### src/rtl/sha3_digest_unloader.sv
// Captures the leading digest lanes of each Keccak-f result into a small FIFO and
// streams them out one 64-bit word per handshake, flagging states dropped on overflow.
module sha3_digest_unloader #(
    parameter int unsigned DIGEST_LANES = 4,
    parameter int unsigned DEPTH        = 4
) (
    input  logic                         clk,
    input  logic                         rst,
    input  logic [4:0][63:0]             isa,
    input  logic [4:0][63:0]             isb,
    input  logic [4:0][63:0]             isc,
    input  logic [4:0][63:0]             isd,
    input  logic [4:0][63:0]             ise,
    input  logic                         sample,
    output logic [63:0]                  odata,
    output logic                         ovalid,
    output logic                         olast,
    input  logic                         iready,
    output logic [$clog2(DEPTH+1)-1:0]   ocount,
    output logic                         overflow
);

    localparam int unsigned PtrW = $clog2(DEPTH);
    localparam int unsigned WcW  = (DIGEST_LANES > 1) ? $clog2(DIGEST_LANES) : 1;
    localparam int unsigned CntW = $clog2(DEPTH + 1);

    localparam logic [PtrW-1:0] PtrLast = PtrW'(DEPTH - 1);
    localparam logic [WcW-1:0]  WcLast  = WcW'(DIGEST_LANES - 1);
    localparam logic [CntW-1:0] CntFull = CntW'(DEPTH);

    // Lane k sits at index k: row a holds lanes 0..4, row e holds lanes 20..24.
    logic [24:0][63:0] lanes;
    assign lanes = {ise, isd, isc, isb, isa};

    logic [DIGEST_LANES-1:0][63:0] store_q [DEPTH];

    logic [PtrW-1:0] wp_q, wp_d;
    logic [PtrW-1:0] rp_q, rp_d;
    logic [CntW-1:0] cnt_q, cnt_d;
    logic [WcW-1:0]  wc_q, wc_d;
    logic            overflow_q, overflow_d;

    logic valid_c;
    logic pop;
    logic pop_last;
    logic space;
    logic push;

    always_comb begin
        valid_c  = (cnt_q != '0);
        pop      = valid_c & iready;
        pop_last = pop & (wc_q == WcLast);
        // A full FIFO still has room when the head digest retires on this edge.
        space    = (cnt_q != CntFull) | pop_last;
        push     = sample & space;

        wp_d       = wp_q;
        rp_d       = rp_q;
        cnt_d      = cnt_q;
        wc_d       = wc_q;
        overflow_d = overflow_q | (sample & ~space);

        if (push) begin
            wp_d = (wp_q == PtrLast) ? '0 : wp_q + PtrW'(1);
        end

        if (pop) begin
            if (pop_last) begin
                wc_d = '0;
                rp_d = (rp_q == PtrLast) ? '0 : rp_q + PtrW'(1);
            end else begin
                wc_d = wc_q + WcW'(1);
            end
        end

        case ({push, pop_last})
            2'b10:   cnt_d = cnt_q + CntW'(1);
            2'b01:   cnt_d = cnt_q - CntW'(1);
            default: cnt_d = cnt_q;
        endcase
    end

    always_ff @(posedge clk or posedge rst) begin
        if (rst) begin
            wp_q       <= '0;
            rp_q       <= '0;
            cnt_q      <= '0;
            wc_q       <= '0;
            overflow_q <= 1'b0;
        end else begin
            wp_q       <= wp_d;
            rp_q       <= rp_d;
            cnt_q      <= cnt_d;
            wc_q       <= wc_d;
            overflow_q <= overflow_d;
        end
    end

    // Payload storage carries no reset; the output mux below hides any stale entry.
    always_ff @(posedge clk) begin
        if (push) begin
            store_q[wp_q] <= lanes[DIGEST_LANES-1:0];
        end
    end

    always_comb begin
        ovalid   = valid_c;
        olast    = valid_c & (wc_q == WcLast);
        odata    = valid_c ? store_q[rp_q][wc_q] : '0;
        ocount   = cnt_q;
        overflow = overflow_q;
    end

endmodule

### config.mk
export PLATFORM = sky130hd
export DESIGN_NAME = sha3_digest_unloader
export DESIGN_NICKNAME = d
export VERILOG_FILES = /design/src/rtl/sha3_digest_unloader.sv
export SDC_FILE = /design/constraint.sdc
export NUM_CORES = 1
export LEC_CHECK = 0
export CAP_MARGIN = 10
export CORE_AREA = 4 4 656 658
export DETAILED_ROUTE_END_ITERATION = 16
export DIE_AREA = 0 0 660 662
export GPL_TIMING_DRIVEN = 0
export HOLD_SLACK_MARGIN = 0.12
export MAX_ROUTING_LAYER = met4
export PLACE_DENSITY = 0.3
export SLEW_MARGIN = 40
export SYNTH_ARGS = -nofsm -noshare
export SYNTH_HDL_FRONTEND = slang
export SYNTH_SLANG_ARGS = --single-unit
### constraint.sdc
create_clock -name clk -period 7.17 [get_ports clk]
set_input_delay 0.717 -clock clk [delete_from_list [all_inputs] [get_ports clk]]
set_output_delay 0.717 -clock clk [all_outputs]
set_load 0.01 [all_outputs]
==> metrics.md <==
| Metric | Value |
|---|---|
| Chip Height | `662 um` |
| Average cell area after synthesis | `23.8 um2` |
| Non-Filler Instances | `7936` |
| Antenna violations before repair | `110` |
| Proportion of netlist area held by the largest area contributor | `79.1%` |
| Post-route antenna net violation count | `0` |
| Final setup violation count | `0` |
| First-iteration detailed-routing DRC count | `1110` |
| Most frequent cell after synthesis | `edfxtp_1` |
| Net count of the mapped netlist | `3248` |
| Die ar. | `437000 um2` |
| Kind of critical path | `flip-flop to output pin` |
| Normalized max-slew margin | `45.1%` |
| Initial standard-cell utilization of the core | `9.18%` |
| Setup bufs post-CTS | `0` |
| Post-route minimum period | `4990 ps` |
| Root Driver | `clkbuf_16` |
| Number of clock sinks | `1034` |
| RePlAce Congestion | `0.639` |
| Result of the run | `complete, no violations` |
| Total instance count after detailed placement | `7682` |
| Clock Path Buffers | `3` |
| IR Drop Worst-Case VDD | `0.208 mV` |
| Yosys Warn Count | `0` |
| Transition time of the tightest slew-check pin | `821 ps` |
| Pin count of the biggest net entering global routing | `29` |
| #FFs+latches synth | `1034` |
| Proportion of layout cells with a drive suffix above 1 | `25.8%` |
| Number of buffers added by the clock tree synthesis step | `119` |
| Final instance area | `54400 um2` |
| Synth cell types | `41` |
| Post-synth EDFFs | `1024` |
| Count of vias placed by the detailed router | `19200` |
| Growth of design area from synthesis to finish | `39.8%` |
| Max-capacitance violation count | `0` |
| I/O pin total | `1674` |
| DP HPWL | `115 mm` |
| WP data required | `6450 ps` |
| PD cells | `412 nW/um2` |
| Clk_lat worst skew | `760 ps` |
| RSZ-0062 raised after global routing | `false` |
| Sequential area share after synthesis | `79.7%` |
| Gate count after technology mapping | `1637` |
| Via count of the first global-routing pass | `20600` |
| Number of slew-limit violations in the final report | `0` |
| Leading register cell type out of synthesis | `edfxtp_1` |
| Most area-consuming cells after synthesis | `edfxtp_1, mux4_2, a22oi_1` |
| Overall power consumption | `22400 uW` |
| Nature of the critical path startpoint | `flip-flop` |
| Global-route wire length before repair | `202 mm` |
| Total global-route track usage | `7.11%` |
| Highest fanout seen on the critical path | `10` |
| Routed WL per cell | `19.5 um` |
| Final hold violation count | `0` |
| Total wire length after detailed routing | `155 mm` |
| Row Count | `239` |
| Leak pwr | `0.0158 uW` |
| Hold-fix buffers at CTS | `0` |
| H-tree depth | `3` |
| Aggregate global routing overflow | `0` |
| Number of iterations in the first detailed-routing pass | `5` |
| Placeable core region | `424000 um2` |
| Upper clock frequency limit | `201 MHz` |
| List of most frequent post-synthesis cells | `edfxtp_1, mux4_2, a22oi_1, nand2_1, clkbuf_1` |
| Number of buffers added on ports | `328` |
| Post-synthesis instance area | `38900 um2` |
| Post-layout nets | `3751` |
| Vias per inst | `2.42` |
| Clock tree from TritonCTS | `built` |
| HP Class | `input pin to async pin` |
| Number of design rule violations left after detail routing | `0` |
| Placement-stage cell area | `50400 um2` |
| Share of synthesized registers carrying an async set or reset | `0.967%` |
| Cell type contributing the most total cell area after synthesis | `edfxtp_1` |
| Critical Path End Type | `output pin` |
| Die Wd | `660 um` |
| Data arrival, critical path | `4270 ps` |
| Post-CTS clock slew at the launch and capture registers of the worst setup and hold paths | `60 ps` |
| Ratio of final minimum period to clock period | `69.6%` |
| Final setup skew | `76.9 ps` |
| CTS-repair resized insts | `0` |
[per-stage QoR]
stage          util, %  setup WS [ps]  setup TNS (ps)  hold WS, ps
6_report          12.8           2180               0          356
5_1_grt           12.8           1750               0          276
4_1_cts           12.8           1680               0          228
3_5_place_dp      11.9           2480               0          469
3_3_place_gp      11.6          -3190        -3041380          470
2_1_floorplan        -           2230               0          503
[power by group]
part	switching, uW	internal [uW]
sequential	223	7890
clock	2600	3430
combinational	5080	3210
total	7900	14500
[worst max-delay path, cell delays in order, from the launching register on]
cell and delay [ps]:
dfrtp_1 350, buf_2 280, buf_6 280, buf_2 600, mux4_2 580, a22oi_1 420, nand2_1 110, clkdlybuf4s50_1 830
[layout by cell type, fill, tap and decap left out, types with 9 or more instances in the layout]
cell type	count
edfxtp_1	1024
buf_6	12
mux4_2	255
a22oi_1	127
nand2_1	68
bufinv_16	10
dfrtp_1	10
clkinv_1	32
buf_2	34
clkbuf_16	119
clkbuf_1	22
clkbuf_2	31
buf_4	10
clkinv_2	23
buf_12	41
clkdlybuf4s50_1	327
diode_2	29
buf_16	9
[per-layer routing]
metal  GRT usage [%]  routed length, um
met5               -                  0
met4            1.99               4290
met3            1.50               6840
met2            12.4              79700
met1            8.23              63900
[sequential cells by signal, indices dropped and copies added (netlist names)]
name	cells
wc_q	2
ocount	3
wp_q	2
rp_q	2
store_q	1024
overflow	1
[logic make-up (layout without fill, tap and decap cells)]
kind of cell	Yosys count	in the layout	synth area share, %
adders and majority gates	7	7	0.244
muxes	259	259	14.9
xor gates and xnor gates	2	2	0.0450
AOI/OAI and AO/OA	146	146	2.78
other	0	29	0
DFF	1034	1034	79.7
and+or+nand+nor	91	91	1.03
buffers and inverters	98	705	1.32
[final timing paths]
kind / cells after the start / startpoint / slack, ps / to
hold / removal: 2 / rst / 360 / overflow$_DFF_PP0_
hold reg to reg: 1 / overflow$_DFF_PP0_ / 480 / overflow$_DFF_PP0_
min in group clk: 2 / sample / 360 / overflow$_DFF_PP0_
max in group asynchronous: 2 / rst / 6330 / ocount[1]$_DFFE_PP0P_
setup / recovery: 7 / rp_q[0]$_DFFE_PP0P_ / 2180 / odata[57]
setup reg to reg: 9 / wc_q[1]$_DFFE_PP0P_ / 3050 / store_q[2][49]$_DFFE_PP_
[final cells by class]
| cell class | count | area [um2] |
|---|---|---|
| Buffer | 89 | 534 |
| Timing Repair Buffer | 382 | 4390 |
| Clock buffer | 139 | 3070 |
| Sequential cell | 1034 | 31000 |
| Multi-Input combinational cell | 505 | 7400 |
| Antenna cell | 29 | 72.6 |
| Inverter | 9 | 33.8 |
| Tap cell | 5663 | 7090 |
| Clock inverter | 86 | 797 |
| Fill cell | 47000 | 369000 |
(Power assumes the default switching activity.)
